--- src/rtl/vlogpp_pkg.sv ---
// Shared types and character constants for the Verilog preprocessor front end.
package vlogpp_pkg;

    localparam int unsigned CHAR_W = 8;

    // Lexical context of the comment stripper
    typedef enum logic [2:0] {
        ST_CODE     = 3'd0,
        ST_SLASH    = 3'd1,
        ST_LINE_CMT = 3'd2,
        ST_BLK_CMT  = 3'd3,
        ST_BLK_STAR = 3'd4,
        ST_STRING   = 3'd5,
        ST_STR_ESC  = 3'd6
    } state_t;

    // One character on the stream plus its end-of-file marker
    typedef struct packed {
        logic              last;
        logic [CHAR_W-1:0] data;
    } char_beat_t;

    localparam logic [CHAR_W-1:0] CH_SLASH  = 8'h2F;
    localparam logic [CHAR_W-1:0] CH_STAR   = 8'h2A;
    localparam logic [CHAR_W-1:0] CH_QUOTE  = 8'h22;
    localparam logic [CHAR_W-1:0] CH_BSLASH = 8'h5C;
    localparam logic [CHAR_W-1:0] CH_NL     = 8'h0A;
    localparam logic [CHAR_W-1:0] CH_SPACE  = 8'h20;

endpackage

--- src/rtl/vlog_cmt_strip.sv ---
// Streaming comment stripper: removes // and /* */ comments from a Verilog
// character stream, keeps string literals intact and preserves line numbering.
module vlog_cmt_strip
    import vlogpp_pkg::*;
#(
    parameter int unsigned CNT_W = 16
) (
    input  logic              clk,
    input  logic              rst,
    input  logic              in_valid,
    output logic              in_ready,
    input  logic [CHAR_W-1:0] in_data,
    input  logic              in_last,
    output logic              out_valid,
    input  logic              out_ready,
    output logic [CHAR_W-1:0] out_data,
    output logic              out_last,
    output logic [CNT_W-1:0]  cmt_count,
    output logic              err_unterm
);

    state_t     state;
    state_t     state_nxt;
    logic       can_load;
    logic       slash_flush;
    logic       acc;
    logic       emit;
    logic       cmt_inc;
    logic       err_set;
    char_beat_t beat;

    // Next-state, emitted character and event decode for the current input
    always_comb begin
        can_load    = !out_valid || out_ready;
        // A held '/' not followed by '/' or '*' is released without consuming input
        slash_flush = (state == ST_SLASH) && in_valid &&
                      (in_data != CH_SLASH) && (in_data != CH_STAR);
        in_ready    = can_load && !slash_flush;
        acc         = in_valid && in_ready;

        state_nxt = state;
        emit      = 1'b0;
        cmt_inc   = 1'b0;
        err_set   = 1'b0;
        beat.last = 1'b0;
        beat.data = in_data;

        if (slash_flush && can_load) begin
            emit      = 1'b1;
            beat.data = CH_SLASH;
            state_nxt = ST_CODE;
        end else if (acc) begin
            unique case (state)
                ST_CODE: begin
                    if (in_data == CH_SLASH) begin
                        // No lookahead past end of file: emit the '/' directly
                        if (in_last) begin
                            emit = 1'b1;
                        end else begin
                            state_nxt = ST_SLASH;
                        end
                    end else begin
                        emit = 1'b1;
                        if (in_data == CH_QUOTE) begin
                            state_nxt = ST_STRING;
                        end
                    end
                end
                ST_SLASH: begin
                    // Only '/' or '*' are accepted here
                    if (in_data == CH_SLASH) begin
                        state_nxt = ST_LINE_CMT;
                        cmt_inc   = in_last;
                    end else begin
                        state_nxt = ST_BLK_CMT;
                        err_set   = in_last;
                    end
                end
                ST_LINE_CMT: begin
                    if (in_data == CH_NL) begin
                        emit      = 1'b1;
                        cmt_inc   = 1'b1;
                        state_nxt = ST_CODE;
                    end else begin
                        cmt_inc = in_last;
                    end
                end
                ST_BLK_CMT: begin
                    if (in_data == CH_NL) begin
                        emit = 1'b1;
                    end else if (in_data == CH_STAR) begin
                        state_nxt = ST_BLK_STAR;
                    end
                    err_set = in_last;
                end
                ST_BLK_STAR: begin
                    if (in_data == CH_SLASH) begin
                        emit      = 1'b1;
                        beat.data = CH_SPACE;
                        cmt_inc   = 1'b1;
                        state_nxt = ST_CODE;
                    end else if (in_data == CH_STAR) begin
                        state_nxt = ST_BLK_STAR;
                    end else if (in_data == CH_NL) begin
                        emit      = 1'b1;
                        state_nxt = ST_BLK_CMT;
                    end else begin
                        state_nxt = ST_BLK_CMT;
                    end
                    // A closing '/' on the final character still terminates the comment
                    err_set = in_last && (in_data != CH_SLASH);
                end
                ST_STRING: begin
                    emit = 1'b1;
                    if (in_data == CH_BSLASH) begin
                        state_nxt = ST_STR_ESC;
                    end else if (in_data == CH_QUOTE) begin
                        state_nxt = ST_CODE;
                    end
                    err_set = in_last && (in_data != CH_QUOTE);
                end
                ST_STR_ESC: begin
                    emit      = 1'b1;
                    state_nxt = ST_STRING;
                    err_set   = in_last;
                end
                default: begin
                    state_nxt = ST_CODE;
                end
            endcase

            // End of file always produces a marked character and resets context
            if (in_last) begin
                state_nxt = ST_CODE;
                beat.last = 1'b1;
                if (!emit) begin
                    emit      = 1'b1;
                    beat.data = CH_SPACE;
                end
            end
        end
    end

    // State, output register, comment counter and error pulse
    always_ff @(posedge clk or posedge rst) begin
        if (rst) begin
            state      <= ST_CODE;
            out_valid  <= 1'b0;
            out_data   <= '0;
            out_last   <= 1'b0;
            cmt_count  <= '0;
            err_unterm <= 1'b0;
        end else begin
            state      <= state_nxt;
            err_unterm <= err_set;
            if (cmt_inc && (cmt_count != {CNT_W{1'b1}})) begin
                cmt_count <= cmt_count + CNT_W'(1);
            end
            if (can_load) begin
                out_valid <= emit;
                if (emit) begin
                    out_data <= beat.data;
                    out_last <= beat.last;
                end
            end
        end
    end

endmodule
--- config.mk ---
export PLATFORM = sky130hd
export DESIGN_NAME = vlog_cmt_strip
export DESIGN_NICKNAME = d
export VERILOG_FILES = /design/src/rtl/vlogpp_pkg.sv /design/src/rtl/vlog_cmt_strip.sv
export SDC_FILE = /design/constraint.sdc
export NUM_CORES = 1
export LEC_CHECK = 0
export BUFFER_PORTS_ARGS = -buffer_cell sky130_fd_sc_hd__buf_4
export CAP_MARGIN = 20
export CORE_MARGIN = 10
export CORE_UTILIZATION = 60
export CTS_BUF_LIST = sky130_fd_sc_hd__clkbuf_2
export CTS_CLUSTER_DIAMETER = 60
export DETAILED_ROUTE_END_ITERATION = 6
export GPL_ROUTABILITY_DRIVEN = 0
export GPL_TIMING_DRIVEN = 1
export PLACE_DENSITY_LB_ADDON = 0.3
export SETUP_SLACK_MARGIN = 0.2
export SLEW_MARGIN = 20
export SYNTH_ARGS = -nofsm -noshare
export SYNTH_HDL_FRONTEND = slang
export SYNTH_SLANG_ARGS = --single-unit
--- constraint.sdc ---
create_clock -name clk -period 3.3 [get_ports clk]
set_input_delay 0.825 -clock clk [delete_from_list [all_inputs] [get_ports clk]]
set_output_delay 0.825 -clock clk [all_outputs]
set_load 0.01 [all_outputs]
; Word level (Yosys, flattened, before mapping)
; Cells that the tools add are included.
[word_totals]
reg_bits = 30
output_inout_bits = 28
[classes]
eq_ne = 20
addsub = 1
muxes = 42
reduce_logical = 19
[ops]
columns = operator, n
row1 = 2-to-1 mux 3 bit, 12
row2 = 2-to-1 mux 8 bit, 4
row3 = equality test 8 x 6 -> 1 bit (second input constant), 3
row4 = != test 8 x 6 -> 1 bit (second input constant), 3
row5 = case mux 3 bit (7 select lines), 1
row6 = 2-to-1 mux 1 bit, 20
row7 = 2-to-1 mux 9 bit, 2
row8 = adder 16 x 1 -> 16 bit (second input constant), 1
row9 = != test 16 bit (second input constant), 1
row10 = != test 4 bit (second input constant), 3
row11 = != test 5 bit (second input constant), 2
row12 = equality test 3 bit (second input constant), 3
row13 = logical AND 1 bit, 9
row14 = equality test 8 x 4 -> 1 bit (second input constant), 1
row15 = equality test 8 x 7 -> 1 bit (second input constant), 1
row16 = case mux 1 bit (4 select lines), 2
row17 = equality test 3 x 2 -> 1 bit (second input constant), 2
row18 = AND reduction 6 bit, 1
row19 = OR reduction 2 bit, 3
row20 = equality test 3 x 1 -> 1 bit (second input constant), 1
row21 = logical NOT 3 bit, 1
row22 = case mux 1 bit (3 select lines), 1
row23 = logical NOT 1 bit, 2
row24 = AND reduction 2 bit, 1
row25 = other kinds (2), 2

; Logic depth before layout (Yosys ltp)
; Gate-level depths: netlist of run 1.
[logic_depth]
word_depth = 13
ltp_mapped = 8
depth_no_buf = 6

; Least setup slack after synthesis of run 1
; Ideal clock, no wire load.
[synth_timing]
kind = input -> output
from = input port in_data[2]
to = output port in_ready
setup_slack_ps = 764
arrival_ps = 1711
cell_stages = 4
required_ps = 2475
path_buffers = 1
cell_sequence = buf_2 > xnor2_1 > a31oi_4 > a21boi_0
[synth_between]
elab_chain_cells = 5
elab_cells_between_ends = 6
cone_classes = 2 x eq/ne / 4 x reduce/logical
[synth_lines]
columns = element, line_no
row1 = "start, declared", vlog_cmt_strip.sv:12  ; input logic [CHAR_W-1:0] in_data,
row2 = != test 8 x 6 -> 1 bit, vlog_cmt_strip.sv:37  ; (in_data != CH_SLASH) && (in_data != CH_STAR);
row3 = logical AND 1 bit, vlog_cmt_strip.sv:36  ; slash_flush = (state == ST_SLASH) && in_valid &&
row4 = logical AND 1 bit *, vlog_cmt_strip.sv:37
row5 = logical NOT 1 bit *, vlog_cmt_strip.sv:38  ; in_ready = can_load && !slash_flush;
row6 = logical AND 1 bit *, vlog_cmt_strip.sv:38
row7 = "end, declared", vlog_cmt_strip.sv:11  ; output logic in_ready,
; Mark *: on every way between the ends. The rest lies on a longest branch, timed or not.

; Worst setup path after layout of run 1
[layout_timing]
from = register state[1]
to = output port in_ready
[layout_between]
elab_chain_cells = 6
[layout_lines]
columns = element, line_no
row1 = "start, declared", vlog_cmt_strip.sv:22  ; state_t state;
row2 = "start signal, assigned", vlog_cmt_strip.sv:154  ; state <= state_nxt;
row3 = equality test 3 x 1 -> 1 bit, vlog_cmt_strip.sv:36
row4 = logical AND 1 bit (2 in series), vlog_cmt_strip.sv:36
row5 = logical AND 1 bit, vlog_cmt_strip.sv:37
row6 = logical NOT 1 bit, vlog_cmt_strip.sv:38
row7 = logical AND 1 bit, vlog_cmt_strip.sv:38
; Every way passes these cells.

==> results of run 1 <==
[state kept, by name (all words and copies together), names as in the netlist]
| signal | count |
|---|---|
| cmt_count | 16 |
| err_unterm | 1 |
| out_data | 8 |
| out_last | 1 |
| out_valid | 1 |
| state | 3 |
[Yosys cell counts, types with 4 or more instances]
cell type,count,area [um2]
xnor2_1,18,158
nand3_1,15,75.1
a32oi_1,4,35.0
inv_1,11,41.3
dfrtp_1,30,751
o21ai_0,6,30.0
and3_1,7,43.8
nor3_1,4,20.0
buf_2,4,20.0
nand4_1,11,68.8
nor2_1,5,18.8
a21oi_1,4,20.0
nand2_1,14,52.6
a22o_1,4,35.0
clkbuf_1,4,15.0
[area by class of cell]
type                       count  area [um2]
sequential                    30         751
multi-input combinational    143         990
fill                         227         811
tap                           33        41.3
timing repair buffer          44         330
clock inverter                 2        8.76
inverter                      11        41.3
clock buffer                   6        30.0
[where the power goes]
group	leakage, nW	total [mW]	internal, mW	switching (mW)
clock network	0.0304	0.179	0.0520	0.127
logic	0.583	0.625	0.295	0.330
registers	0.391	0.540	0.451	0.0896
[final timing paths]
check | start | to | depth (start not counted)
max | state[1] | in_ready | 4
max reg2reg | state[1] | out_data[3] | 5
min reg2reg | cmt_count[14] | cmt_count[14] | 1
max in group asynchronous | rst | cmt_count[9] | 2
min in group clk | cmt_count[14] | cmt_count[14] | 1
min | rst | out_data[3] | 2
[worst reg2reg max path, cell delays in order, from the launching register on]
cell and delay, ns:
dfrtp_1 0.65, nor2b_1 0.40, o2111ai_1 0.22, a21boi_0 0.45, nand2_1 0.16, a32oi_1 0.22
[cells by family (layout without fill, tap and decap cells)]
logic type,Yosys count,after routing
and+or+nand+nor,82,82
AOI/OAI and AO/OA,38,38
DFF,30,30
buffers and inverters,21,63
xor gates and xnor gates,18,18
muxes,4,4
adders and majority gates,1,1
[layer usage]
layer / part of all wire (%) / vias up / track usage [%] / wire length [um]
met4: 2.7 / 0 / 8.45 / 125
li1: - / 797 / - / -
met1: 40 / 813 / 19.4 / 1840
met2: 49 / 72 / 28.3 / 2280
met3: 7.8 / 16 / 4.56 / 361
met5: 0 / - / 0 / 0
[metrics by stage]
stage	cell area, um2	util, %
after floorplan	1840	-
final	2190	73.0
after CTS	2190	73.0
after global routing	2190	73.0
after global placement	2150	71.7
after detailed placement	2150	71.7
==> impl_metrics.env, run 1 <==
export IMPL_initial_core_util_pct=61.2
export IMPL_grt_pass1_wl_um=7390
export IMPL_drive_gt1_share_pct=26.3
export IMPL_maxSlewHeadroom_pct=59.3
export IMPL_synth_edff_count=0
export IMPL_cts_clk_slew_worst_paths_ns=0.15
export IMPL_outcome="finished, final reports clean"
export IMPL_ios=41
export IMPL_dieArea_um2=5680
export IMPL_yosys_area_share_adder_pct=0.680
export IMPL_crit_required_ns=2.47
export IMPL_crit_chain="or3b_2, a31oi_4, a21boi_0, buf_4"
export IMPL_antenna_found_initial=0
export IMPL_place_inst=261
export IMPL_root_buffer="clkbuf_2"
export IMPL_drtAntennaViolNets=0
export IMPL_cts_resized=0
export IMPL_synth_compound_area_share_pct=15.7
export IMPL_finClkSkew_ns=0.0135
export IMPL_syn_inst=194
export IMPL_yosysWarnings=0
export IMPL_dpl_hpwl_um=3510
export IMPL_htree_levels=2
export IMPL_async_reset_ff_share_pct=100
export IMPL_synth_top_family_by_area="simple AND/OR/NAND/NOR gates"
export IMPL_layout_common_cells="44 x buf_4, 30 x dfrtp_1, 18 x xnor2_1, 15 x nand3_1, 14 x nand2_1"
export IMPL_period_minus_slack_ns=2.91
export IMPL_grt_start_max_net_pins=31
export IMPL_critPathBufInv=1
export IMPL_cp_arrival_ns=2.08
export IMPL_diodes=0
export IMPL_synth_nets=208
export IMPL_setup_tns_ns=0
export IMPL_synth_xor_area_share_pct=8.57
export IMPL_cts_setup_buffers=0
export IMPL_synthMuxAreaShare_pct=2.38
export IMPL_min_period_over_period_pct=88.1
export IMPL_final_common_cell="buf_4"
export IMPL_fmax_ghz=0.344
export IMPL_fin_cells=269
export IMPL_critPathMaxFanout=16
export IMPL_rsz0062_at_grt="no"
export IMPL_cp_start_kind="register"
export IMPL_nNetsFinal=249
export IMPL_ys_seq_area_share_pct=40.8
export IMPL_fp_dieH_um=75.4
export IMPL_first_iter_violations=156
export IMPL_ys_flop_type="dfrtp_1"
export IMPL_synthSimpleGateAreaFrac_pct=26.5
export IMPL_vias_per_cell=6.31
export IMPL_drv_slew=0
export IMPL_coreArea_um2=3000
export IMPL_worst_path_max_delay_cell="or3b_2"
export IMPL_rows=20
export IMPL_holdBufCountCts=0
export IMPL_postSynthAreaPerCell_um2=9.48
export IMPL_globalRouteOverflowTotal=0
export IMPL_worst_slew_pin_slew_ns=0.610
export IMPL_slowest_delay_ns=0.58
export IMPL_drcViolationCount=0
export IMPL_peakVddDrop_mv=0.413
export IMPL_vias=1698
export IMPL_cts_buffers_inserted=5
export IMPL_track_usage_pct=16.9
export IMPL_r2r_slack_ns=1.14
export IMPL_place_ws_ns=0.635
export IMPL_total_power_mw=1.34
export IMPL_cts_tree="yes"
export IMPL_finalWirelength_um=4610
export IMPL_post_drt_wl_per_cell_um=17.1
export IMPL_max_cap_violations=0
export IMPL_clock_sinks=30
export IMPL_p_leak_nw=1.00
export IMPL_finalHoldViolations=0
export IMPL_setup_viol=0
export IMPL_min_path_type="in -> async"
export IMPL_synth_seq_cells=30
export IMPL_areaGrowthSynthToFinish_pct=19.2
export IMPL_setup_ws_ns=0.393
export IMPL_clock_latency_ns=0.37
export IMPL_end_kind="output port"
export IMPL_hold_slack_ns=0.511
export IMPL_dieWidth_um=75.4
export IMPL_path_class="reg -> out"
export IMPL_critPathTopFamily="simple AND/OR/NAND/NOR gates"
export IMPL_grt_pass1_vias=1626
export IMPL_port_buffers=40
export IMPL_powerDensity_nw_per_um2=613
export IMPL_firstDrtPassIters=5
export IMPL_synthDistinctLibCells=48
export IMPL_synth_area_um2=1840
export IMPL_clockBufferDepth=2
No activity file was read; power rests on OpenSTA's default activity.
==> run 2, diff against run 1 <==
--- a/config.mk
+++ b/config.mk
@@ -8,7 +8,7 @@
 export BUFFER_PORTS_ARGS = -buffer_cell sky130_fd_sc_hd__buf_4
 export CAP_MARGIN = 20
 export CORE_MARGIN = 10
-export CORE_UTILIZATION = 60
+export CORE_UTILIZATION = 50
 export CTS_BUF_LIST = sky130_fd_sc_hd__clkbuf_2
 export CTS_CLUSTER_DIAMETER = 60
 export DETAILED_ROUTE_END_ITERATION = 6
==> constraint.sdc (replaced) <==
create_clock -name clk -period 2.5 [get_ports clk]
set_input_delay 0.625 -clock clk [delete_from_list [all_inputs] [get_ports clk]]
set_output_delay 0.625 -clock clk [all_outputs]
set_load 0.01 [all_outputs]
==> impl_metrics.env, run 2 (same netlist as run 1, synthesis figures left out) <==
export IMPL_outcome="finished, final reports clean"
export IMPL_finClkSkew_ns=0.00920
export IMPL_peakVddDrop_mv=0.469
export IMPL_maxSlewHeadroom_pct=71.1
export IMPL_critPathTopFamily="simple AND/OR/NAND/NOR gates"
export IMPL_min_period_over_period_pct=89.3
export IMPL_clock_latency_ns=0.35
export IMPL_dpl_hpwl_um=3520
export IMPL_port_buffers=40
export IMPL_critPathBufInv=2
export IMPL_dieArea_um2=6500
export IMPL_drcViolationCount=0
export IMPL_htree_levels=2
export IMPL_reg_top3="cmt_count (16), out_data (8), state (3)"
export IMPL_layout_common_cells="51 x buf_4, 30 x dfrtp_1, 18 x xnor2_1, 15 x nand3_1, 14 x nand2_1"
export IMPL_fp_dieH_um=80.7
export IMPL_post_drt_wl_per_cell_um=16.4
export IMPL_grt_pass1_vias=1668
export IMPL_startpoint="in_data[5]"
export IMPL_antenna_found_initial=0
export IMPL_first_iter_violations=144
export IMPL_setup_viol=0
export IMPL_vias=1712
export IMPL_r2r_start="state[1]"
export IMPL_clock_sinks=30
export IMPL_setup_tns_ns=0
export IMPL_cts_buffers_inserted=5
export IMPL_fmax_ghz=0.448
export IMPL_r2r_slack_ns=0.53
export IMPL_cp_arrival_ns=1.61
export IMPL_cp_start_kind="input pin"
export IMPL_clockBufferDepth=2
export IMPL_vias_per_cell=5.92
export IMPL_slowest_delay_ns=0.36
export IMPL_finalHoldViolations=0
export IMPL_drtAntennaViolNets=0
export IMPL_holdBufCountCts=0
export IMPL_nNetsFinal=256
export IMPL_finalWirelength_um=4730
export IMPL_cts_clk_slew_worst_paths_ns=0.15
export IMPL_fillers=300
export IMPL_track_usage_pct=14.9
export IMPL_worst_path_max_delay_cell="and3_1"
export IMPL_r2r_end="out_data[5]"
export IMPL_rsz0062_at_grt="no"
export IMPL_grt_pass1_wl_um=7880
export IMPL_powerDensity_nw_per_um2=803
export IMPL_p_leak_nw=1.04
export IMPL_grt_start_max_net_pins=31
export IMPL_coreArea_um2=3440
export IMPL_end_kind="output port"
export IMPL_ios=41
export IMPL_diodes=0
export IMPL_drive_gt1_share_pct=28.0
export IMPL_initial_core_util_pct=53.4
export IMPL_dieWidth_um=80.7
export IMPL_areaGrowthSynthToFinish_pct=23.1
export IMPL_hold_slack_ns=0.324
export IMPL_globalRouteOverflowTotal=0
export IMPL_rr_worst_depth=6
export IMPL_critPathMaxFanout=8
export IMPL_crit_chain="buf_4, and3_1, a31oi_4, a21boi_1, buf_4"
export IMPL_crit_required_ns=1.88
export IMPL_min_path_type="in -> async"
export IMPL_utilization_pct=65.8
export IMPL_root_buffer="clkbuf_2"
export IMPL_period_minus_slack_ns=2.23
export IMPL_rows=21
export IMPL_path_class="in -> out"
export IMPL_drv_slew=0
export IMPL_final_common_cell="buf_4"
export IMPL_largest_reg_flops=16
export IMPL_max_cap_violations=0
export IMPL_regMostFlops="cmt_count"
export IMPL_critical_path_most_common_cell="buf_4"
export IMPL_worst_slew_pin_slew_ns=0.428
export IMPL_cts_tree="yes"
export IMPL_firstDrtPassIters=4
==> run 2: cell count changes in the layout (fill, tap and decap cells not counted) <==
cell	before	now
buf_4	44	51
a21boi_0	2	1
a21boi_1	1	2
inv_1	10	11
inv_2	1	0
or3b_2	1	0
or3b_4	0	1
==> run 2: final cells by class <==
class | instances | area (um2) | share of cell area, %
Tap cell | 46 | 57.6 | 2.54
Clock buffer | 6 | 30.0 | 1.33
Sequential cell | 30 | 751 | 33.2
Multi-Input combinational cell | 143 | 992 | 43.8
Timing Repair Buffer | 51 | 383 | 16.9
Inverter | 11 | 41.3 | 1.82
Clock inverter | 2 | 8.76 | 0.387
==> run 2: worst reg2reg max path, delay by kind of cell (launching register included) <==
family          cells  cell delay (ns)
compound gates      4             1.08
buf+inv             1             0.19
flops               1             0.41
simple gates        1             0.20
==> run 2: where the power goes <==
part	internal, mW	leakage, nW	switching [mW]	total [mW]
Combinational	0.433	0.621	0.482	0.914
Clock	0.0688	0.0304	0.161	0.229
Sequential	0.596	0.391	0.0792	0.675
==> run 2: worst max-delay path by stage <==
stage                           to  slack (ns)  cells past startpoint
after floorplan           state[0]        0.29                      7
after global placement    state[1]        0.17                      6
after detailed placement  state[1]        0.14                      6
after CTS                 in_ready        0.28                      4
after global routing      in_ready        0.21                      4
final                     in_ready        0.27                      5
==> run 2: through the flow <==
step | worst slack [ns] | area (um2) | power, mW | std cells
after global routing | 0.215 | 2260 | 1.96 | 289
after CTS | 0.284 | 2260 | 1.82 | 289
after detailed placement | 0.136 | 2210 | 1.57 | 280
after global placement | 0.166 | 2210 | 1.56 | 280
after floorplan | 0.289 | 1840 | 1.23 | 194
final | 0.268 | 2260 | 1.82 | 289
==> run 2: what timing repair did <==
| action | 4_1_cts | 5_1_grt |
|---|---|---|
| endpoints found under the setup margin | 1 | 0 |
| buffers inserted | 1 | 0 |
| resized for setup | 2 | 0 |
==> run 2: per-layer routing <==
| layer | vias up | track usage (%) | share of wire, % |
|---|---|---|---|
| li1 | 813 | - | - |
| met1 | 815 | 18.2 | 41 |
| met2 | 78 | 23.0 | 48 |
| met3 | 6 | 4.68 | 9.1 |
| met4 | 0 | 7.09 | 1.5 |
| met5 | - | 0 | 0 |
